==> src/rtl/sync_fifo_pkg.sv <==
// Shared defaults and elaboration-time parameter helpers for sync_fifo.
// No logic, so no latency or backpressure.
package sync_fifo_pkg;

    localparam int DEF_DATA_WIDTH = 8;
    localparam int DEF_ADDR_WIDTH = 2;
    localparam int DEF_ALMOST_EMPTY_TH = 1;

    // One extra pointer bit tells a full FIFO from an empty one.
    function automatic int ptr_width(input int addr_width);
        return addr_width + 1;
    endfunction

    function automatic bit af_th_ok(input int th, input int addr_width);
        return (th >= 1) && (th <= (1 << addr_width));
    endfunction

    function automatic bit ae_th_ok(input int th, input int addr_width);
        return (th >= 0) && (th <= (1 << addr_width) - 1);
    endfunction

endpackage

==> src/rtl/fifo_mem_dp.sv <==
// Simple dual-port RAM, synchronous write and asynchronous read.
// Write lands on the edge; read is combinational. No backpressure.
module fifo_mem_dp #(
    parameter int DATA_WIDTH = 8,
    parameter int ADDR_WIDTH = 2
) (
    input  logic                  clk,
    input  logic                  we,
    input  logic [ADDR_WIDTH-1:0] waddr,
    input  logic [DATA_WIDTH-1:0] wdata,
    input  logic [ADDR_WIDTH-1:0] raddr,
    output logic [DATA_WIDTH-1:0] rdata
);

    localparam int DEPTH = 1 << ADDR_WIDTH;

    logic [DATA_WIDTH-1:0] mem [DEPTH];

    always_ff @(posedge clk) begin
        if (we) begin
            mem[waddr] <= wdata;
        end
    end

    assign rdata = mem[raddr];

endmodule

==> src/rtl/sync_fifo.sv <==
// Single-clock FIFO with count, almost flags, sticky errors and optional FWFT; 1-cycle read latency.
// Writes to a full FIFO and reads from an empty one are dropped and flagged in the sticky error bits.
module sync_fifo
    import sync_fifo_pkg::*;
#(
    parameter int DATA_WIDTH      = DEF_DATA_WIDTH,
    parameter int ADDR_WIDTH      = DEF_ADDR_WIDTH,
    parameter int ALMOST_FULL_TH  = (1 << ADDR_WIDTH) - 1,
    parameter int ALMOST_EMPTY_TH = DEF_ALMOST_EMPTY_TH,
    parameter bit FWFT            = 1'b0
) (
    input  logic                  clk,
    input  logic                  Sync_Reset,
    input  logic                  Wr_enable,
    input  logic [DATA_WIDTH-1:0] data_in,
    input  logic                  Read_enable,
    output logic [DATA_WIDTH-1:0] data_out,
    output logic                  data_valid,
    output logic                  full_flg_out,
    output logic                  empty_flg_out,
    output logic                  almost_full,
    output logic                  almost_empty,
    output logic [ADDR_WIDTH:0]   count,
    output logic                  overflow,
    output logic                  underflow
);

    localparam int PW = ptr_width(ADDR_WIDTH);
    localparam logic [PW-1:0] AF_TH = PW'(ALMOST_FULL_TH);
    localparam logic [PW-1:0] AE_TH = PW'(ALMOST_EMPTY_TH);

    if (!af_th_ok(ALMOST_FULL_TH, ADDR_WIDTH)) begin : g_af_th_bad
        $error("sync_fifo: ALMOST_FULL_TH out of range 1..DEPTH");
    end
    if (!ae_th_ok(ALMOST_EMPTY_TH, ADDR_WIDTH)) begin : g_ae_th_bad
        $error("sync_fifo: ALMOST_EMPTY_TH out of range 0..DEPTH-1");
    end

    logic [PW-1:0]         wr_ptr;
    logic [PW-1:0]         rd_ptr;
    logic                  wr_acc;
    logic                  rd_acc;
    logic [DATA_WIDTH-1:0] rd_data;

    assign full_flg_out  = (wr_ptr[ADDR_WIDTH] != rd_ptr[ADDR_WIDTH]) &&
                           (wr_ptr[ADDR_WIDTH-1:0] == rd_ptr[ADDR_WIDTH-1:0]);
    assign empty_flg_out = (wr_ptr == rd_ptr);
    assign almost_full   = (count >= AF_TH);
    assign almost_empty  = (count <= AE_TH);

    assign wr_acc = Wr_enable   && !full_flg_out  && !Sync_Reset;
    assign rd_acc = Read_enable && !empty_flg_out && !Sync_Reset;

    always_ff @(posedge clk) begin
        if (Sync_Reset) begin
            wr_ptr    <= '0;
            rd_ptr    <= '0;
            count     <= '0;
            overflow  <= 1'b0;
            underflow <= 1'b0;
        end else begin
            if (wr_acc) begin
                wr_ptr <= wr_ptr + PW'(1);
            end
            if (rd_acc) begin
                rd_ptr <= rd_ptr + PW'(1);
            end
            case ({wr_acc, rd_acc})
                2'b10:   count <= count + PW'(1);
                2'b01:   count <= count - PW'(1);
                default: count <= count;
            endcase
            if (Wr_enable && full_flg_out) begin
                overflow <= 1'b1;
            end
            if (Read_enable && empty_flg_out) begin
                underflow <= 1'b1;
            end
        end
    end

    fifo_mem_dp #(
        .DATA_WIDTH (DATA_WIDTH),
        .ADDR_WIDTH (ADDR_WIDTH)
    ) u_mem (
        .clk   (clk),
        .we    (wr_acc),
        .waddr (wr_ptr[ADDR_WIDTH-1:0]),
        .wdata (data_in),
        .raddr (rd_ptr[ADDR_WIDTH-1:0]),
        .rdata (rd_data)
    );

    if (FWFT) begin : g_fwft
        // Head word is shown straight from the RAM; blanked when there is nothing to show.
        assign data_out   = empty_flg_out ? '0 : rd_data;
        assign data_valid = !empty_flg_out;
    end else begin : g_std
        logic [DATA_WIDTH-1:0] dout_q;
        logic                  dvld_q;

        always_ff @(posedge clk) begin
            if (Sync_Reset) begin
                dout_q <= '0;
                dvld_q <= 1'b0;
            end else begin
                dvld_q <= rd_acc;
                if (rd_acc) begin
                    dout_q <= rd_data;
                end
            end
        end

        assign data_out   = dout_q;
        assign data_valid = dvld_q;
    end

endmodule

==> config.mk <==
export PLATFORM = sky130hd
export DESIGN_NAME = sync_fifo
export DESIGN_NICKNAME = d
export VERILOG_FILES = /design/src/rtl/sync_fifo_pkg.sv /design/src/rtl/fifo_mem_dp.sv /design/src/rtl/sync_fifo.sv
export SDC_FILE = /design/constraint.sdc
export NUM_CORES = 1
export LEC_CHECK = 0
export CAP_MARGIN = 20
export CORE_AREA = 2 2 76 78
export DETAILED_ROUTE_END_ITERATION = 10
export DIE_AREA = 0 0 78 80
export MAX_ROUTING_LAYER = met4
export PLACE_DENSITY = 0.66
export SYNTH_ARGS = -nofsm -noshare
export SYNTH_HDL_FRONTEND = slang
export SYNTH_SLANG_ARGS = --single-unit
==> constraint.sdc <==
create_clock -name clk -period 2.02 [get_ports clk]
set_input_delay 0.303 -clock clk [delete_from_list [all_inputs] [get_ports clk]]
set_output_delay 0.303 -clock clk [all_outputs]
set_load 0.02 [all_outputs]
---- Word-level counts from Yosys, hierarchy flattened ----
Memories as Yosys holds them, arrays and structs flattened. A register that Yosys moved wholly into a read port is not among the register bits.
Index checks and enable logic that the tools add are counted.
storage, ports and cells
  memory bits (writable) .................. 32
  logic and storage cells ................. 32
  output and inout port bits .............. 18
  register bits ........................... 12
  memories kept ........................... 1
cells by class
  eq/ne operators ......................... 5
  add/subtract/negate cells ............... 4
  magnitude comparators ................... 2
  muxes and demuxes ....................... 3
  reductions and logical operators ........ 11
memories
  name       depth  bits a word  read ports  clocked after memory_dff  wr ports  line               text
  u_mem.mem  4      8            1           1                         1         fifo_mem_dp.sv:17  logic [DATA_WIDTH-1:0] mem [DEPTH];
operators by type and width
  kind                                                                number
  adder 3 x 1 -> 3 bit (second input constant)                        3
  logical AND 1 bit                                                   7
  case mux 3 bit (2 select lines)                                     1
  == test 3 bit                                                       1
  greater-or-equal comparator 3 x 2 -> 1 bit (second input constant)  1
  less-or-equal comparator 3 x 1 -> 1 bit (second input constant)     1
  logical NOT 1 bit                                                   3
  subtractor 3 x 1 -> 3 bit (second input constant)                   1
  == test 2 x 1 -> 1 bit (second input constant)                      1
  == test 2 bit                                                       1
  == test 2 bit (second input constant)                               1
  two-way mux 1 bit                                                   2
  nonzero test 2 bit                                                  1
  != test 1 bit                                                       1

---- Longest topological paths before layout ----
  word-level depth ........................ 7
  depth in mapped cells ................... 9
  gate-level depth less buffers ........... 7

---- Cells and area by module ----
Synthesis repeated with hierarchy kept, for this count alone.
unflattened totals
  cell total of the unflattened synthesis .. 208
  area total of the unflattened synthesis .. 2,539.9 µm²
by module, submodules not included
  module       area each (µm²)  seq. area each (µm²)  instances  cells each
  sync_fifo    1,351.3          400.4                 1          162
  fifo_mem_dp  1,188.6          960.9                 1          46

---- Least setup slack after synthesis ----
Ideal clock, no wire load.
  path type ............................... reg-to-reg
  start ................................... register rd_ptr[0]
  end ..................................... register count[2]
  data arrival time ....................... 1,738 ps
  cell stages (with the launch flop) ...... 9
  path slack .............................. 150 ps
  library setup time ...................... 132 ps
  period minus slack after synthesis ...... 1,870 ps
  buffers on the path ..................... 2
  cell sequence ........................... dfxtp_1 buf_6 xor2_2 o31ai_2 buf_6 nor2_1 ha_1 o21ai_0 a21oi_1
between the ends
  elaborated cells between the ends (all ways) .. 13
RTL lines
  what                                                                          line             text
  start, declared                                                               sync_fifo.sv:40  logic [PW-1:0] rd_ptr;
  start signal, assigned                                                        sync_fifo.sv:66  rd_ptr <= rd_ptr + PW'(1);
  == test 3 bit (*)                                                             sync_fifo.sv:47  assign empty_flg_out = (wr_ptr == rd_ptr);
  logical NOT 1 bit (*)                                                         sync_fifo.sv:52  assign rd_acc = Read_enable && !empty_flg_out && !Sync_Reset;
  logical AND 1 bit (*) (2 in series)                                           sync_fifo.sv:52
  net rd_acc                                                                    sync_fifo.sv:42  logic rd_acc;
  == test 2 x 1 -> 1 bit / == test 2 bit (equally long branches)                sync_fifo.sv:68  case ({wr_acc, rd_acc})
  case mux 3 bit (2 select lines) / nonzero test 2 bit (equally long branches)  -
  end signal, assigned                                                          sync_fifo.sv:69  2'b10: count <= count + PW'(1);
  end signal, assigned                                                          sync_fifo.sv:70  2'b01: count <= count - PW'(1);
  end signal, assigned                                                          sync_fifo.sv:71  default: count <= count;
  end, declared                                                                 sync_fifo.sv:23  output logic [ADDR_WIDTH:0] count,
Mark *: on every way through the listed nets, which the timed path passes. The rest lies on a longest branch.
A chain may end at the register's enable or synchronous reset.

---- Worst setup path in the final report ----
  start ................................... register rd_ptr[2]
  end ..................................... register count[2]
The elaborated chain is that of the path after synthesis.

==> key figures <==
Setup path
  • Slowest cell delay on critical path: about 0.48 ns
  • Startpoint types: flop
  • Crit-path slowest cell: dfxtp_1
  • CP Cell Sequence: xor2_2 > buf_4 > o31ai_2 > nor2_1 > ha_1 > o21ai_0 > a21oi_1
  • CP endpoint kind: flop
  • CP Max Fanout: 6
  • Top delay family on crit path: compound AO/OA/AOI/OAI gates
  • Buf/Inv on CP: 1
  • Setup CP Type: flop to flop
  • Critical Path RT: ~2.2 ns
  • Worst EP arrival: approximately 2.1 ns

STA
  • Slew headroom: 72.7%
  • RSZ-0062 raised after global routing: false
  • Worst-Margin Slew: ~0.41 ns
  • Final hold vios: 0
  • Tmin final: 1.87 ns
  • Clock skew: approximately 0.012 ns
  • Fmax: 0.534 GHz
  • Final setup fails: 0
  • Period Utilization, post-route: 92.7%
  • Pins Over Slew Limit: 0

Synthesis
  • Synth Instances: 170
  • Most common cell in the synthesized netlist: edfxtp_1
  • Post-Syn Nets: ~190
  • Post-synth top area share: 40.4%
  • Synth top cells by count: edfxtp_1 (32), nand2b_1 (21), dfxtp_1 (20), nor2_1 (12)
  • Largest area contributor in the netlist: edfxtp_1
  • Synth Register Bits: 52
  • FFs w/ async S/R, synth: 0%
  • Seq/Total Area, Yosys: about 57%
  • Syn Std Cell Area: 0.00238 mm^2
  • Ys flop type: edfxtp_1
  • Distinct cells, synth: 38
  • Synth top area cells: edfxtp_1 (40%), dfxtp_1 (17%), mux4_2 (5.7%)
  • Yosys Warn Count: 0
  • Post-synth EDFFs: 32
  • Mean Syn Cell Area: about 14 um^2

Global routing
  • Met3 Resource Use GR: 3.62%
  • Routing usage on met1: 17.7%
  • Vias in the first global route: roughly 1500
  • GRT overflow: 0
  • Global Route Usage Sum: 15.2%
  • First-pass GRT wire length: 7030 um
  • Largest net degree at the start of global routing: 38
  • Initial antenna violation count: 0
  • GR peak layer: met2
  • Met2 usage: a little over a quarter

Placement
  • Post-DP HPWL: between 3000 and 4000 um
  • Placed Area: 0.00286 mm^2
  • Placed instance count: 276
  • I/O Buffers: 29
  • GP Congestion: 0.846

CTS
  • H-tree depth: 2
  • CTS tree: yes
  • CTS Root Cell: clkbuf_8
  • Clock Pin Slew Worst Setup and Hold Paths: 0.10 ns
  • Clock buffer depth: 2
  • Num CTS Buffers: 5
  • Clock tree sinks: 52
  • Worst-Skew Late Latency: 0.31 ns

Routing
  • Final WL: 4200 um
  • Vias: 1412
  • Post-detailed-route via-to-cell ratio: 4.95
  • Detail Route Antenna Nets: 0
  • Routed WL per cell: 14.8 um
  • Drt initial violations: 45
  • DR pass1 iterations: 4
  • Residual DRC: 0

Job
  • Max-Cap Viols: 0

Floorplan
  • Core Footprint: between 0.005 and 0.006 mm^2
  • # rows: 27
  • Die Area: between 0.006 and 0.007 mm^2
  • IO Pins: 30
  • Die W: around 80 um
  • Die Ht: roughly 80 um
  • Initial Utilization: 44.0%

Cells and area
  • Net count reported at finish: 234
  • Cell area after layout: roughly 0.0030 mm^2
  • # diodes: 0
  • Share of layout cells above drive strength 1: 19.2%
  • Area Growth Syn to Fin: 25.9%
  • Final non-filler cell total: 285

Min path
  • Hold Crit Class: flop to flop

Power and ir drop
  • Leakage: between 1 and 1.5 nW
  • Worst vdd ir: 0.590 mV
  • PD cells: 868 mW/mm^2

Status
  • Run status: finished clean
==> cell families (layout without fill, tap and decap cells) <==
logic type / after synthesis / in the layout / synth area share [%]
DFF: 52 / 52 / 57.2
and+or+nand+nor: 46 / 46 / 10.9
muxes: 20 / 20 / 13.4
AOI/OAI and AO/OA: 17 / 17 / 5.89
buffers and inverters: 17 / 60 / 3.42
adders and majority gates: 10 / 10 / 5.26
xor gates and xnor gates: 8 / 8 / 3.89
==> worst paths after layout <==
path               startpoint          end  slack, ns  cells after the start
setup / recovery    rd_ptr[2]     count[2]       0.15                      7
setup reg to reg    rd_ptr[2]     count[2]       0.15                      7
hold / removal    data_out[1]  data_out[1]       0.48                      2
hold reg to reg   data_out[1]  data_out[1]       0.48                      2
==> through the flow <==
step | setup slack [ns] | util (%) | TNS, ns | total power, mW | hold slack [ns]
detailed placement | -0.0137 | 52.8 | -0.0137 | 2.00 | 0.470
CTS | 0.0173 | 55.2 | 0 | 2.63 | 0.489
global placement | 0.0959 | 52.8 | 0 | 1.98 | 0.462
finish | 0.148 | 55.4 | 0 | 2.60 | 0.484
global route | 0.0130 | 55.4 | 0 | 2.74 | 0.517
floorplan | 0.150 | - | 0 | 1.73 | 0.402
==> where the power goes <==
group | total, mW | switching (mW) | internal (mW)
Clock | 0.614 | 0.360 | 0.254
Sequential | 1.26 | 0.0585 | 1.20
Combinational | 0.722 | 0.356 | 0.367
==> worst register-to-register path, stage by stage (launching register included) <==
cell and delay (ns):
dfxtp_1 0.48, xor2_2 0.12, buf_4 0.17, o31ai_2 0.28, nor2_1 0.07, ha_1 0.36, o21ai_0 0.20, a21oi_1 0.09
==> sequential cells by signal, indices dropped and copies added, names as in the netlist <==
name        count
underflow       1
data_out        8
overflow        1
rd_ptr          3
count           3
u_mem.mem      32
wr_ptr          3
data_valid      1
==> layout by cell type (no fill, tap or decap), types with 4 or more instances in the layout <==
cell	synthesis	final
inv_1	10	10
dfxtp_1	20	17
buf_4	0	9
mux2i_1	10	10
edfxtp_1	32	32
clkbuf_8	0	5
buf_12	0	4
nor2_1	12	12
mux4_2	6	6
clkdlybuf4s50_1	0	25
nand2b_1	21	21
ha_1	10	10
==> area by class of cell <==
cell class / instances / area [um^2]
fillers: 443 / 2410
flip-flops and latches: 52 / 1370
multi-input cells: 101 / 970
repair buffers: 42 / 437
well taps: 72 / 90.1
clock buffers: 5 / 68.8
inverters: 10 / 37.5
clock inverters: 3 / 23.8
==> layer usage <==
metal	wire (um)	vias up
li1	-	698
met4	42	0
met5	0	-
met2	2210	22
met3	146	6
met1	1810	686
==> timing repair <==
item | in CTS | in global routing
pin swaps | 1 | 0
buffers inserted | 1 | 0
setup endpoints to repair | 3 | 3
hold buffers | 0 | 0
resized for setup | 9 | 3
Power figures use the tool's default switching activity.
==> RTL change, RTL diff (same settings) <==
Change the package constant `DEF_DATA_WIDTH` from 8 to 9.
--- a/src/rtl/sync_fifo_pkg.sv
+++ b/src/rtl/sync_fifo_pkg.sv
@@ -2,7 +2,7 @@
 // No logic, so no latency or backpressure.
 package sync_fifo_pkg;
 
-    localparam int DEF_DATA_WIDTH = 8;
+    localparam int DEF_DATA_WIDTH = 9;
     localparam int DEF_ADDR_WIDTH = 2;
     localparam int DEF_ALMOST_EMPTY_TH = 1;
 
Ports: changed (resized data_in and data_out); port bits go from 30 to 32. No check against the original RTL was run, so the function may have changed too.
==> RTL change against the unedited design <==
- sequential cell count increased by 5
- final area is 8.0% higher
- clock power up 84%
- sequential power grew 13%
- wire length rose by 13%
- power is 34% higher
- global-route usage increased by 1.8 points
- setup slack worse by 7.2 ps
- non-clock buffer count increased by 2
- sequential share of layout area is 0.94 points higher
- area after synthesis up 6.2%
- cell count is 6.0% higher
- combinational power increased by 30%
- die area did not move
==> RTL change: results (changes against the unedited design) <==
[run_status]
outcome = completed

[clock_tree]
htreeDepth = 3  ; +1
cts_root_buf = clkbuf_8
clkTransAtPathRegs_ps = 60  ; -40 ps
cts_buffers = 9  ; +4
insertion_delay_ps = 320
clock_path_buffers = 2  ; unchanged

[sta]
fin_skew_ps = 8.99  ; -3.33 ps
worstMarginPinSlew_ps = 509  ; +100 ps
tns_ps = 0  ; unchanged
timing.final.crit_share = 0.930  ; +0.00357
hold-worst-slack_ps = 475  ; -8.61 ps

[power_and_ir_drop]
p_leak_nw = 1.21  ; +6.4%
ir_drop_mv = 0.776  ; +32%

[global_route]
grt_max_degree = 25  ; -34%
grt_pass1_wl_um = 7720  ; +9.8%
antenna_found_initial = 0  ; unchanged
track_usage = 0.170  ; +0.0179

[synthesis]
ys_top_cells_by_area = edfxtp_1, dfxtp_1, mux4_2
async_reset_ff_frac = 0  ; unchanged
synth_top_flop_cell = edfxtp_1
syn_inst = 177  ; +4.1%
synthTopCellsByCount = edfxtp_1, nand2b_1, dfxtp_1
yosys_warnings = 0  ; unchanged
ys_seq_area_frac = 0.594  ; +0.0220
synth_edf_count = 36  ; +13%
synth_nets = 200  ; +4.2%
ys_types = 33  ; -13%

[placed_design]
gp_congestion = 0.890  ; +5.2%
place_ws_ps = 106  ; +120 ps
placed_area_um2 = 2970  ; +4.0%
placed_cells = 284  ; +2.9%
port_buffers = 31  ; +6.9%
dp_hpwl_um = 3270  ; +6.6%

[worst_hold_path]
hp-class = register to register
hold_path_startpoint = data_out[8]

[setup_path]
crit_fanout = 5  ; -1
r2r_slack_ps = 190  ; +40 ps
cp_slowest_cell = dfxtp_1
cp.arrival_ps = 1580  ; -500 ps
cpPeakStageDelay_ps = 350  ; -130 ps
critPathTopFamily = adder cells
cp-startpoint = count[0]
r2r_start = rd_ptr[1]

[drt]
drtIter0Drc = 85  ; +89%
drt-pass1-iter-count = 4  ; unchanged
wl_per_cell_um = 15.7  ; +6.7%
avgViaCountPerCell = 5.20  ; +4.9%
via_count = 1569  ; +11%

[finish]
drive_above_1_share = 0.222  ; +0.0293
finalNetCount = 248  ; +6.0%
largest-register = u_mem.mem
largest_reg_flops = 36  ; +13%
fillers = 441  ; -0.45%
antenna_cells = 0  ; unchanged

==> RTL change: cell types whose count changed after synthesis, sizes merged, moves of 2 or more <==
cell and change:
edfxtp +4, nand2b +2, nor3b +4, and2 -3, o31ai +2
==> RTL change: where the power goes <==
| part | leakage (nW) | switching (mW) | total [mW] | internal [mW] |
|---|---|---|---|---|
| Sequential | 0.501 | 0.0805 | 1.43 | 1.35 |
| Clock | 0.106 | 0.438 | 1.13 | 0.688 |
| Combinational | 0.608 | 0.476 | 0.938 | 0.462 |
==> RTL change: final timing paths <==
kind,end,cells after the start
worst max register to register,count[2],6
worst max-delay path,almost_full,5
worst min register to register,data_out[8],2
worst min-delay path,data_out[8],2
==> RTL change: kinds of logic after synthesis <==
| kind of cell | synth area share |
|---|---|
| flip-flops | 0.594 |
| AND/OR/NAND/NOR | 0.107 |
| multiplexers | 0.134 |
| AO/OA/AOI/OAI | 0.0555 |
| buffers and inverters | 0.0287 |
| adder cells (fa/ha/maj) | 0.0495 |
| XOR/XNOR | 0.0307 |
==> RTL change: area by class of cell <==
| type | instances | area (um^2) | share of cell area |
|---|---|---|---|
| sequential | 57 | 1510 | 0.466 |
| inverter | 9 | 33.8 | 0.0104 |
| clock buffer | 10 | 128 | 0.0395 |
| multi-input combinational | 104 | 990 | 0.306 |
| timing repair buffer | 44 | 403 | 0.125 |
| clock inverter | 6 | 82.6 | 0.0255 |
| tap | 72 | 90.1 | 0.0279 |
==> RTL change: layer usage <==
metal / up-vias / track usage / wire (um)
met1: 757 / 0.205 / 2020
met3: 6 / 0.0362 / 233
met5: - / - / 0
met4: 0 / 0.0895 / 48
li1: 749 / - / -
met2: 57 / 0.272 / 2450
==> RTL change: timing repair <==
action	in CTS	in global routing
endpoints found under the setup margin	4	12
gates resized for setup	13	1
pin swaps	2	0
setup buffers	2	0
